**config.mk**
```make
export PLATFORM = sky130hd
export DESIGN_NAME = ysyx_24080014_ifu
export DESIGN_NICKNAME = d
export VERILOG_FILES = /design/src/rtl/ysyx_24080014_pkg.sv /design/src/rtl/ysyx_24080014_ifu_wdog.sv /design/src/rtl/ysyx_24080014_ifu.sv
export SDC_FILE = /design/constraint.sdc
export NUM_CORES = 1
export LEC_CHECK = 0
export CAP_MARGIN = 0
export CORE_UTILIZATION = 40
export CTS_CLUSTER_DIAMETER = 150
export DETAILED_ROUTE_END_ITERATION = 6
export PLACE_DENSITY = 0.81
export SETUP_SLACK_MARGIN = 0.05
export SLEW_MARGIN = 0
export SYNTH_ARGS = -nofsm -noshare
export SYNTH_HDL_FRONTEND = slang
export SYNTH_SLANG_ARGS = --single-unit
```
**constraint.sdc**
```tcl
create_clock -name clk -period 6.3 [get_ports clk]
set_clock_uncertainty 0.15 [all_clocks]
set_input_delay 0.63 -clock clk [delete_from_list [all_inputs] [get_ports clk]]
set_output_delay 0.63 -clock clk [all_outputs]
set_load 0.01 [all_outputs]
```
**src/rtl/ysyx_24080014_pkg.sv**
```systemverilog
// Shared types and constants for the ysyx_24080014 instruction fetch unit.
// Latency: n/a (declarations only).
// Backpressure: n/a.
package ysyx_24080014_pkg;

    typedef enum logic [2:0] {
        IFU_IDLE = 3'd0,
        IFU_ADDR = 3'd1,
        IFU_DATA = 3'd2,
        IFU_HOLD = 3'd3,
        IFU_WAIT = 3'd4
    } ifu_state_t;

    // addi x0, x0, 0 -- handed to the decoder whenever a fetch fails
    localparam logic [31:0] NOP_INST  = 32'h0000_0013;
    localparam logic [1:0]  RESP_OKAY = 2'b00;

    // Word-aligned bus address for a given pc (low two bits cleared)
    function automatic logic [31:0] fetch_addr(input logic [31:0] a);
        return a & 32'hFFFF_FFFC;
    endfunction

endpackage

```
**src/rtl/ysyx_24080014_ifu_wdog.sv**
```systemverilog
// Fetch watchdog: counts busy cycles and flags the last permitted cycle.
// Latency: expire is decoded from the count register, asserted during the TIMEOUT_CYC-th enabled cycle.
// Backpressure: none; counter saturates at its terminal value until cleared.
module ysyx_24080014_ifu_wdog #(
    parameter int TIMEOUT_CYC = 1024,
    parameter int CNT_W       = 10
) (
    input  logic clk,
    input  logic rst,
    input  logic en,
    input  logic clr,
    output logic expire
);

    localparam logic [CNT_W-1:0] LAST = CNT_W'(TIMEOUT_CYC - 1);

    logic [CNT_W-1:0] cnt;

    assign expire = en && (cnt == LAST);

    // Count enabled cycles, hold at the terminal value, clear on request
    always_ff @(posedge clk or negedge rst) begin
        if (!rst) begin
            cnt <= '0;
        end else if (clr) begin
            cnt <= '0;
        end else if (en && !expire) begin
            cnt <= cnt + CNT_W'(1);
        end
    end

endmodule

```
**src/rtl/ysyx_24080014_ifu.sv**
```systemverilog
// Instruction fetch unit: reads the word at pc over an AXI-lite read channel and hands it to the IDU.
// Latency: 2 cycles from ADDR entry to inst_valid on a zero-wait bus; timeout after TIMEOUT_CYC busy cycles.
// Backpressure: holds inst until inst_ready, then idles until commit. Optional YSYX_24080014_IFU_ALIGN_CHK_EN.
module ysyx_24080014_ifu
    import ysyx_24080014_pkg::*;
#(
    parameter int TIMEOUT_CYC = 1024,
    parameter int CNT_W       = 10
) (
    input  logic        clk,
    input  logic        rst,
    input  logic [31:0] pc,
    input  logic        commit,
    output logic [31:0] araddr,
    output logic        arvalid,
    input  logic        arready,
    input  logic [31:0] rdata,
    input  logic [1:0]  rresp,
    input  logic        rvalid,
    output logic        rready,
    output logic [31:0] inst,
    output logic [31:0] inst_pc,
    output logic        inst_valid,
    input  logic        inst_ready,
    output logic        fetch_err
);

    ifu_state_t state;
    logic       start;
    logic       wd_en;
    logic       wd_clr;
    logic       wd_expire;

`ifdef YSYX_24080014_IFU_ALIGN_CHK_EN
    // low pc bits of the current request; araddr itself is always word aligned
    logic [1:0] req_lo;
`endif

    // A new fetch begins right after reset and after each retirement
    assign start  = (state == IFU_IDLE) || ((state == IFU_WAIT) && commit);
    assign wd_en  = (state == IFU_ADDR) || (state == IFU_DATA);
    assign wd_clr = (state == IFU_HOLD);

    ysyx_24080014_ifu_wdog #(
        .TIMEOUT_CYC (TIMEOUT_CYC),
        .CNT_W       (CNT_W)
    ) u_wdog (
        .clk    (clk),
        .rst    (rst),
        .en     (wd_en),
        .clr    (wd_clr),
        .expire (wd_expire)
    );

    // Fetch sequencer; every output is a register updated on state transitions
    always_ff @(posedge clk or negedge rst) begin
        if (!rst) begin
            state      <= IFU_IDLE;
            araddr     <= '0;
            arvalid    <= 1'b0;
            rready     <= 1'b0;
            inst       <= '0;
            inst_pc    <= '0;
            inst_valid <= 1'b0;
            fetch_err  <= 1'b0;
`ifdef YSYX_24080014_IFU_ALIGN_CHK_EN
            req_lo     <= 2'b00;
`endif
        end else begin
            case (state)
                IFU_IDLE, IFU_WAIT: begin
                    if (start) begin
                        state   <= IFU_ADDR;
                        araddr  <= fetch_addr(pc);
`ifdef YSYX_24080014_IFU_ALIGN_CHK_EN
                        req_lo  <= pc[1:0];
                        arvalid <= (pc[1:0] == 2'b00);
`else
                        arvalid <= 1'b1;
`endif
                    end
                end
                IFU_ADDR: begin
`ifdef YSYX_24080014_IFU_ALIGN_CHK_EN
                    if (req_lo != 2'b00) begin
                        // misaligned: no bus request, report the original pc
                        state      <= IFU_HOLD;
                        arvalid    <= 1'b0;
                        inst       <= NOP_INST;
                        inst_pc    <= {araddr[31:2], req_lo};
                        fetch_err  <= 1'b1;
                        inst_valid <= 1'b1;
                    end else
`endif
                    if (wd_expire) begin
                        state      <= IFU_HOLD;
                        arvalid    <= 1'b0;
                        inst       <= NOP_INST;
                        inst_pc    <= araddr;
                        fetch_err  <= 1'b1;
                        inst_valid <= 1'b1;
                    end else if (arready) begin
                        state   <= IFU_DATA;
                        arvalid <= 1'b0;
                        rready  <= 1'b1;
                    end
                end
                IFU_DATA: begin
                    // timeout wins over a response arriving in the same cycle
                    if (wd_expire) begin
                        state      <= IFU_HOLD;
                        rready     <= 1'b0;
                        inst       <= NOP_INST;
                        inst_pc    <= araddr;
                        fetch_err  <= 1'b1;
                        inst_valid <= 1'b1;
                    end else if (rvalid) begin
                        state      <= IFU_HOLD;
                        rready     <= 1'b0;
                        inst       <= (rresp == RESP_OKAY) ? rdata : NOP_INST;
                        inst_pc    <= araddr;
                        fetch_err  <= (rresp != RESP_OKAY);
                        inst_valid <= 1'b1;
                    end
                end
                IFU_HOLD: begin
                    if (inst_ready) begin
                        state      <= IFU_WAIT;
                        inst_valid <= 1'b0;
                    end
                end
                default: begin
                    state <= IFU_IDLE;
                end
            endcase
        end
    end

    // Retirement can only legally be signalled for the instruction already handed over
    a_commit_in_wait: assert property (@(posedge clk) disable iff (!rst) commit |-> (state == IFU_WAIT));

endmodule
```
==> reports/qor.yml, run 1 <==
setup_viol: 0
netlist_instances: 306
relSlewSlack_pct: 28.2
async_flop_share_pct: 100
hp-class: "input pin to async pin"
grt_pass1_wl_um: 16200
power.density_mw_per_mm2: 490
start_kind: "register"
place_hpwl_um: 7120
grt_pass1_vias: 3225
postCtsSetupBuffers: 0
io_buffers: 165
dpl_worst_slack_ns: 3.62
fin_area_mm2: 0.00634
min_period_over_period_pct: 40.6
peakVddDrop_mv: 0.312
tightestPinTransition_ns: 1.08
synth_edf_count: 0
core_mm2: 0.0108
ys_seq_elements: 109
die_h_um: 107
regArea_mm2: 0.00273
yosysWarnings: 0
cp.arrival_ns: 2.71
gp_congestion: 0.828
status: "complete, no violations"
fin_total_pwr_uw: 3100
placed_area_mm2: 0.00614
hold_viol: 0
initial_core_util_pct: 41.0
wire_per_inst_um: 16.8
fin_setup_tns_ns: 0
fin_ws_ns: 3.74
cp-startpoint: "u_wdog.cnt[0]$_DFFE_PN0P_"
cts_resized: 0
nets: 537
placed_cells: 593
viasPerCell: 5.10
synth.distinct_cells: 46
path_max_fanout: 29
cts_root_buf: "clkbuf_8"
floorplan.rows: 38
cp_data_required_time_ns: 6.45
final_cells: 608
antenna_found_initial: 0
drc: 0
wl_um: 10200
die_area_mm2: 0.0115
worst-setup-path-type: "register to register"
n_fill_cell: 891
cts_tree: "done"
syn_to_final_growth_pct: 42.6
grt_overflow: 0
clockBufferDepth: 2
max_freq_ghz: 0.391
static-leakage-power_uw: 0.00273
endpoint_kind: "register"
maxSlewViolCount: 0
clk_latency_ns: 0.37
ys_seq_area_share_pct: 61.4
grtUsageTotal_pct: 18.4
drt_iter0_drc: 195
cts_made_buffers: 9
cts_num_sinks: 109
ant_nets: 0
syn_area_per_cell_um2: 14.5
dr.pass1.iters: 4
grt_max_degree: 73
layout-drive-gt1-share_pct: 17.7
io_pins: 172
die_w_um: 107
netlist_area_mm2: 0.00444
cap_viol_max_count: 0
clk_pin_slew_ns: 0.09
ys.flop_type: "dfrtp_1"
antenna_cells: 0
vias: 3098
rr_startpoint: "u_wdog.cnt[0]$_DFFE_PN0P_"
rsz0062_at_grt: "no"
cts_hold_buf: 0
cts_max_level: 3
fin_crit_ns: 2.56
multiInputGateArea_mm2: 0.00155
-- area by class of cell --
class | instances | share of cell area, %
Clock buffer | 11 | 2.39
Clock inverter | 4 | 0.750
Inverter | 5 | 0.296
Multi-Input combinational cell | 172 | 24.5
Sequential cell | 109 | 43.0
Tap cell | 140 | 2.76
Timing Repair Buffer | 167 | 26.3
-- kinds of logic after synthesis --
| logic type | synth area share [%] |
|---|---|
| AOI/OAI and AO/OA | 11.3 |
| xor gates and xnor gates | 0.197 |
| adders and majority gates | 0.282 |
| buffers and inverters | 4.00 |
| DFF | 61.4 |
| muxes | 17.6 |
| other | 0.0844 |
| and+or+nand+nor | 5.18 |
-- cells in the final DEF, fill, tap and decap left out, types with 2 or more instances in the layout --
master | synthesis | layout
a22o_1 | 30 | 30
nand2_1 | 11 | 11
conb_1 | 1 | 4
dfrtp_1 | 109 | 109
nor2_1 | 4 | 4
clkbuf_8 | 0 | 11
mux2_4 | 20 | 20
clkdlybuf4s50_1 | 0 | 164
and2_1 | 2 | 2
mux2i_1 | 3 | 3
buf_4 | 6 | 3
clkinv_2 | 0 | 2
inv_1 | 5 | 5
and4_1 | 3 | 3
mux2_2 | 39 | 39
a21oi_1 | 7 | 7
nand4_1 | 2 | 2
o22a_1 | 3 | 3
o31ai_1 | 3 | 3
nor2b_1 | 2 | 2
nand3_1 | 6 | 6
o221ai_1 | 2 | 2
o311ai_0 | 2 | 2
o21ai_0 | 5 | 5
-- critical path, cell delays in order (launching register included) --
cell	delay [ns]
dfrtp_1	0.43
ha_1	0.25
and4_1	0.29
nand3_4	0.17
and4_1	0.93
a22o_1	0.25
-- power by group --
part	leakage (uW)	switching [uW]	internal, uW
sequential	0.00135	201	994
clock	0.000101	227	202
combinational	0.00128	577	901
-- routing by layer --
| metal | track usage [%] | share of wire, % | vias to the layer above |
|---|---|---|---|
| li1 | - | - | 1422 |
| met1 | 22.1 | 42 | 1549 |
| met2 | 30.3 | 49 | 114 |
| met3 | 7.20 | 7.4 | 13 |
| met4 | 5.48 | 1.5 | 0 |
| met5 | 0 | 0 | - |
-- flip-flops by register name, indices dropped and copies added, names as in the netlist --
signal / flops
inst: 32
arvalid: 1
inst_pc: 30
state: 3
rready: 1
fetch_err: 1
inst_valid: 1
u_wdog.cnt: 10
araddr: 30
-- final timing paths --
check | endpoint | depth (start not counted) | slack [ns]
min reg2reg | u_wdog.cnt[8]$_DFFE_PN0P_ | 1 | 0.34
min in group clk | u_wdog.cnt[8]$_DFFE_PN0P_ | 1 | 0.34
max reg2reg | inst[19]$_DFFE_PN0P_ | 5 | 3.74
max | inst[19]$_DFFE_PN0P_ | 5 | 3.74
min | araddr[22]$_DFFE_PN0P_ | 1 | 0.06
max in group asynchronous | inst_pc[18]$_DFFE_PN0P_ | 2 | 4.66
-- cell usage after synthesis, types with 2 or more instances --
master	instances	area share [%]
dfrtp_1	109	61
mux2_2	39	9.9
a22o_1	30	5.9
mux2_4	20	6.8
nand2_1	11	0.93
buf_2	10	1.1
a21oi_1	7	0.79
buf_4	6	1.0
nand3_1	6	0.68
buf_6	5	1.3
inv_1	5	0.42
o21ai_0	5	0.56
nor2_1	4	0.34
and4_1	3	0.59
mux2i_1	3	0.68
o22a_1	3	0.59
o31ai_1	3	0.51
a21o_1	2	0.34
and2_1	2	0.28
clkbuf_1	2	0.17
nand2b_1	2	0.28
nand4_1	2	0.28
nor2b_1	2	0.28
o221ai_1	2	0.39
o311ai_0	2	0.39
-- stage by stage --
step	hold slack (ns)	util [%]
final	0.0600	58.4
after detailed placement	0.330	56.6
after CTS	0.0552	58.4
after floorplan	0.184	-
after global placement	0.315	56.6
after global routing	0.0655	58.4
Power figures use the tool's default switching activity.
==> run 2, diff against run 1 <==
==> constraint.sdc (replaced) <==
create_clock -name clk -period 2.5 [get_ports clk]
set_clock_uncertainty 0.15 [all_clocks]
set_input_delay 0.25 -clock clk [delete_from_list [all_inputs] [get_ports clk]]
set_output_delay 0.25 -clock clk [all_outputs]
set_load 0.01 [all_outputs]
==> run 2 against run 1 <==
Compared with the run above: worst hold slack improved by 0.20 ns; final cell count increased by 1.2%; maximum frequency increased by 14%; sequential share of layout area decreased by 0.51 points; largest power group unchanged.
==> reports/qor.yml, run 2 (same netlist as run 1, synthesis figures left out) <==
cts_root_buf: "clkbuf_8"  # unchanged
grt_pass1_vias: 3150  # was 3225
viasPerCell: 5.11  # was 5.10
fin_area_mm2: 0.00641  # was 0.00634 mm2
n_fill_cell: 856  # was 891
start_kind: "register"  # unchanged
io_pins: 172  # unchanged
r2r_cells: 6  # was 5
hold_viol: 0  # unchanged
die_h_um: 107  # unchanged
antenna_found_initial: 0  # unchanged
routed.top_layer: "met4"  # unchanged
clkPwrFrac_pct: 13.4  # was 13.8%
core_mm2: 0.0108  # unchanged
dpl_worst_slack_ns: 0.00672  # was 3.62 ns
wire_per_inst_um: 16.6  # was 16.8 um
netSwitchingPower_uw: 2620  # was 1010 uW
route.met3.wl_um: 681  # was 757 um
peakVddDrop_mv: 0.700  # was 0.312 mV
gp_congestion: 0.805  # was 0.828
setup_viol: 0  # unchanged
reg2reg_to: "inst_pc[23]$_DFFE_PN0P_"  # was inst[19]$_DFFE_PN0P_
fin_setup_tns_ns: 0  # unchanged
placed_area_mm2: 0.00620  # was 0.00614 mm2
pwr-share-comb_pct: 48.4  # was 47.7%
hp-class: "input pin to async pin"  # unchanged
ant_nets: 0  # unchanged
cts_made_buffers: 9  # unchanged
endpoint_kind: "register"  # unchanged
min_period_over_period_pct: 89.9  # was 40.6%
status: "complete, no violations"  # unchanged
dr.pass1.iters: 5  # was 4
die_w_um: 107  # unchanged
static-leakage-power_uw: 0.00277  # was 0.00273 uW
grt_overflow: 0  # unchanged
drc: 0  # unchanged
relSlewSlack_pct: 60.6  # was 28.2%
met2_length_um: 5110  # was 5000 um
initial_core_util_pct: 41.0  # unchanged
seqPwrFrac_pct: 38.3  # was 38.5%
rsz0062_at_grt: "no"  # unchanged
cp_data_required_time_ns: 2.60  # was 6.45 ns
cts_num_sinks: 109  # unchanged
cp.arrival_ns: 2.35  # was 2.71 ns
grt_pass1_wl_um: 16000  # was 16200 um
tightestPinTransition_ns: 0.591  # was 1.08 ns
fin_ws_ns: 0.252  # was 3.74 ns
fin_crit_ns: 2.25  # was 2.56 ns
syn_to_final_growth_pct: 44.4  # was 42.6%
p_int_uw: 5230  # was 2100 uW
io_buffers: 165  # unchanged
cts_max_level: 3  # unchanged
final_common_cell: "clkdlybuf4s50_1"  # unchanged
rr_startpoint: "u_wdog.cnt[0]$_DFFE_PN0P_"  # unchanged
grt_max_degree: 61  # was 73
place_hpwl_um: 7430  # was 7120 um
multiInputGateArea_mm2: 0.00155  # about the same
wl_um: 10200  # about the same
cts_tree: "done"  # unchanged
cp-startpoint: "u_wdog.cnt[0]$_DFFE_PN0P_"  # unchanged
die_area_mm2: 0.0115  # unchanged
whs_ns: 0.262  # was 0.0600 ns
mostFrequentLayoutCells: "164 x clkdlybuf4s50_1, 109 x dfrtp_1, 39 x mux2_2, 30 x a22o_1, 20 x mux2_4"  # unchanged
largest_reg_flops: 32  # unchanged
m1WireLength_um: 4310  # was 4290 um
floorplan.rows: 38  # unchanged
power.density_mw_per_mm2: 1220  # was 490 mW/mm2
grtUsageTotal_pct: 17.8  # was 18.4%
maxSlewViolCount: 0  # unchanged
vias: 3144  # was 3098
clk_latency_ns: 0.36  # was 0.37 ns
drt_iter0_drc: 147  # was 195
swShare_pct: 33.4  # was 32.4%
regArea_mm2: 0.00273  # unchanged
clk_pin_slew_ns: 0.11  # was 0.09 ns
crit_path_end: "inst_pc[23]$_DFFE_PN0P_"  # was inst[19]$_DFFE_PN0P_
postCtsSetupBuffers: 0  # unchanged
rrSetupSlack_ns: 0.25  # was 3.74 ns
largest_register: "inst"  # unchanged
nets: 543  # was 537
placed_cells: 598  # was 593
top_regs: "inst: 32 flops, araddr: 30 flops, inst_pc: 30 flops"  # unchanged
cap_viol_max_count: 0  # unchanged
worst-setup-path-type: "register to register"  # unchanged
final_cells: 615  # was 608
clockBufferDepth: 2  # unchanged
antenna_cells: 0  # unchanged
path_max_fanout: 17  # was 29
layout-drive-gt1-share_pct: 18.9  # was 17.7%
max_freq_ghz: 0.445  # was 0.391 GHz
[run 2: cell count changes in the layout (fill, tap and decap cells not counted), sizes merged]
cell	delta
bufinv	-1
dlygate4sd3	+1
clkbuf	-2
buf	+5
inv	+4
[run 2: worst min-delay path by stage]
stage	start	slack, ns	endpoint	cells after the start
floorplan	rst	-0.20	araddr[10]$_DFFE_PN0P_	0
global placement	rst	0.12	inst_pc[19]$_DFFE_PN0P_	1
detailed placement	rst	0.13	inst_pc[19]$_DFFE_PN0P_	1
CTS	rst	0.26	inst_pc[19]$_DFFE_PN0P_	2
global route	rst	0.28	inst_pc[18]$_DFFE_PN0P_	2
finish	rst	0.26	inst_pc[18]$_DFFE_PN0P_	2
[run 2: repair_timing]
item                                    CTS  global route
endpoints found under the setup margin   29             0
hold buffers                              1             0
endpoints found under the hold margin    41             0
gates resized for setup                   1             0
[run 2: per-stage QoR]
stage | total power (uW) | utilization [%]
2_1_floorplan | 5010 | -
3_3_place_gp | 6720 | 57.2
3_5_place_dp | 6870 | 57.2
4_1_cts | 7950 | 59.2
5_1_grt | 8310 | 59.2
6_report | 7850 | 59.2
[run 2: critical path: stages (launching register included)]
cell and delay (ns):
dfrtp_1 0.44, ha_1 0.24, and4_1 0.28, nand3_4 0.16, a21o_2 0.18, buf_4 0.33, mux2_1 0.35
[run 2: power by group through the flow]
stage,clock network [uW],registers (uW),logic [uW]
floorplan,0,3260,1750
finish,1050,3000,3800
global placement,0,2990,3730
detailed placement,0,3040,3820
CTS,1100,3010,3840
global route,1170,3110,4040
[run 2: cell type report]
type                            instances  area share, %
Sequential cell                       109           42.5
Timing Repair Buffer                  173           27.1
Multi-Input combinational cell        172           24.2
Tap cell                              140           2.73
Clock buffer                            9           1.93
Clock inverter                          7           1.21
Inverter                                5          0.293
[run 2: routing by layer]
| layer | vias to the layer above | track usage [%] |
|---|---|---|
| met5 | - | 0 |
| met4 | 0 | 4.11 |
| met3 | 11 | 5.69 |
| met2 | 118 | 29.4 |
| met1 | 1573 | 22.8 |
| li1 | 1442 | - |
==> run 3, diff against run 2 <==
--- a/config.mk
+++ b/config.mk
@@ -6,6 +6,7 @@
 export NUM_CORES = 1
 export LEC_CHECK = 0
 export CAP_MARGIN = 0
+export CORE_ASPECT_RATIO = 0.75
 export CORE_UTILIZATION = 40
 export CTS_CLUSTER_DIAMETER = 150
 export DETAILED_ROUTE_END_ITERATION = 6
==> run 3 against run 2 <==
Compared with the run above: routed wire length grew 5.4%; core utilization grew 2.7 points; worst hold slack gained 0.080 ns; sequential power is essentially flat.
==> reports/qor.yml, run 3 (same netlist as run 1, synthesis figures left out) <==
status: "complete, no violations"  # unchanged
endpoint_kind: "register"  # unchanged
multiInputGateArea_mm2: 0.00155  # about the same
setup_viol: 0  # unchanged
final_common_cell: "clkdlybuf4s50_1"  # unchanged
wl_um: 10800  # was 10200 um
final_cells: 611  # was 615
drt_iter0_drc: 184  # was 147
cts_root_buf: "clkbuf_16"  # was clkbuf_8
die_w_um: 124  # was 107 um
grtUsageTotal_pct: 19.3  # was 17.8%
core_mm2: 0.0105  # was 0.0108 mm2
fin_setup_tns_ns: 0  # unchanged
power.density_mw_per_mm2: 1260  # was 1220 mW/mm2
fin_crit_ns: 2.30  # was 2.25 ns
n_fill_cell: 837  # was 856
maxSlewViolCount: 0  # unchanged
hold_viol: 0  # unchanged
ant_nets: 0  # unchanged
relSlewSlack_pct: 48.2  # was 60.6%
static-leakage-power_uw: 0.00281  # was 0.00277 uW
clockBufferDepth: 2  # unchanged
place_hpwl_um: 7800  # was 7430 um
clk_pin_slew_ns: 0.07  # was 0.11 ns
mostFrequentLayoutCells: "164 x clkdlybuf4s50_1, 109 x dfrtp_1, 39 x mux2_2, 30 x a22o_1, 20 x mux2_4"  # unchanged
grt_pass1_wl_um: 17100  # was 16000 um
layout-drive-gt1-share_pct: 18.9  # unchanged
placed_area_mm2: 0.00621  # was 0.00620 mm2
peakVddDrop_mv: 0.551  # was 0.700 mV
tightestPinTransition_ns: 0.777  # was 0.591 ns
cp_data_required_time_ns: 2.57  # was 2.60 ns
cts_num_sinks: 109  # unchanged
cts_tree: "done"  # unchanged
path_max_fanout: 11  # was 17
io_pins: 172  # unchanged
start_kind: "register"  # unchanged
cts_max_level: 3  # unchanged
io_buffers: 165  # unchanged
grt_pass1_vias: 3319  # was 3150
largest_register: "inst"  # unchanged
fin_util_pct: 61.8  # was 59.2%
regArea_mm2: 0.00273  # unchanged
die_h_um: 93.3  # was 107 um
antenna_found_initial: 0  # unchanged
top_regs: "inst: 32 flops, araddr: 30 flops, inst_pc: 30 flops"  # unchanged
nets: 543  # unchanged
rsz0062_at_grt: "no"  # unchanged
cap_viol_max_count: 0  # unchanged
wire_per_inst_um: 17.6  # was 16.6 um
fin_area_mm2: 0.00651  # was 0.00641 mm2
cp.arrival_ns: 2.38  # was 2.35 ns
drc: 0  # unchanged
dr.pass1.iters: 4  # was 5
worst-setup-path-type: "register to register"  # unchanged
grt_max_degree: 62  # was 61
largest_reg_flops: 32  # unchanged
hp-class: "register to register"  # was input pin to async pin
max_freq_ghz: 0.434  # was 0.445 GHz
initial_core_util_pct: 42.2  # was 41.0%
gp_congestion: 0.806  # was 0.805
vias: 3168  # was 3144
syn_to_final_growth_pct: 46.5  # was 44.4%
min_period_over_period_pct: 92.1  # was 89.9%
viasPerCell: 5.18  # was 5.11
antenna_cells: 0  # unchanged
grt_overflow: 0  # unchanged
clk_latency_ns: 0.34  # was 0.36 ns
cts_made_buffers: 9  # unchanged
die_area_mm2: 0.0115  # about the same
floorplan.rows: 32  # was 38
whs_ns: 0.342  # was 0.262 ns
placed_cells: 594  # was 598
run 3: stage by stage:
step | power, uW | setup slack [ns]
after floorplan | 5010 | 0.460
after global placement | 6740 | 0.137
after detailed placement | 6880 | 0.0515
after CTS | 8290 | 0.131
after global routing | 8710 | 0.0795
final | 8210 | 0.196
run 3: area by class of cell:
type | count | area share (%)
inverter | 5 | 0.288
sequential | 109 | 41.9
multi-input combinational | 172 | 23.9
timing repair buffer | 173 | 26.9
clock buffer | 10 | 3.52
tap | 136 | 2.61
clock inverter | 6 | 0.865
run 3: layer usage:
| metal | global-route usage [%] | vias to the layer above | share of wire (%) |
|---|---|---|---|
| met5 | 0 | - | 0 |
| met4 | 5.52 | 0 | 1.0 |
| met3 | 5.91 | 8 | 7.1 |
| met2 | 30.6 | 132 | 48 |
| met1 | 25.3 | 1586 | 44 |
| li1 | - | 1442 | - |
run 3: critical path: stages, from the launching register on:
cell and delay, ns:
dfrtp_1 0.41, ha_1 0.20, and4_2 0.33, nand3_4 0.12, buf_4 0.18, a21oi_2 0.25, buf_6 0.20, mux2_2 0.35
run 3: path summary, 6_finish.rpt:
| kind | slack (ns) | endpoint | from | depth (start not counted) |
|---|---|---|---|---|
| worst max-delay path | 0.20 | inst_pc[26]$_DFFE_PN0P_ | u_wdog.cnt[0]$_DFFE_PN0P_ | 7 |
| worst min-delay path | 0.34 | inst_valid$_DFFE_PN0P_ | inst_valid$_DFFE_PN0P_ | 1 |
| worst max register to register | 0.20 | inst_pc[26]$_DFFE_PN0P_ | u_wdog.cnt[0]$_DFFE_PN0P_ | 7 |
| worst min register to register | 0.34 | inst_valid$_DFFE_PN0P_ | inst_valid$_DFFE_PN0P_ | 1 |
| max in group asynchronous | 1.13 | inst_pc[14]$_DFFE_PN0P_ | rst | 3 |
| min in group asynchronous | 0.37 | inst[1]$_DFFE_PN0P_ | rst | 2 |
run 3: power breakdown:
part | switching (uW) | internal, uW
clock | 670 | 697
sequential | 510 | 2510
combinational | 1480 | 2340
total | 2660 | 5550
run 3: timing repair:
item / 4_1_cts / 5_1_grt
resized for setup: 1 / 2
hold endpoints to repair: 59 / 0
buffers inserted: 0 / 0
endpoints found under the setup margin: 13 / 6
hold buffers: 1 / 0
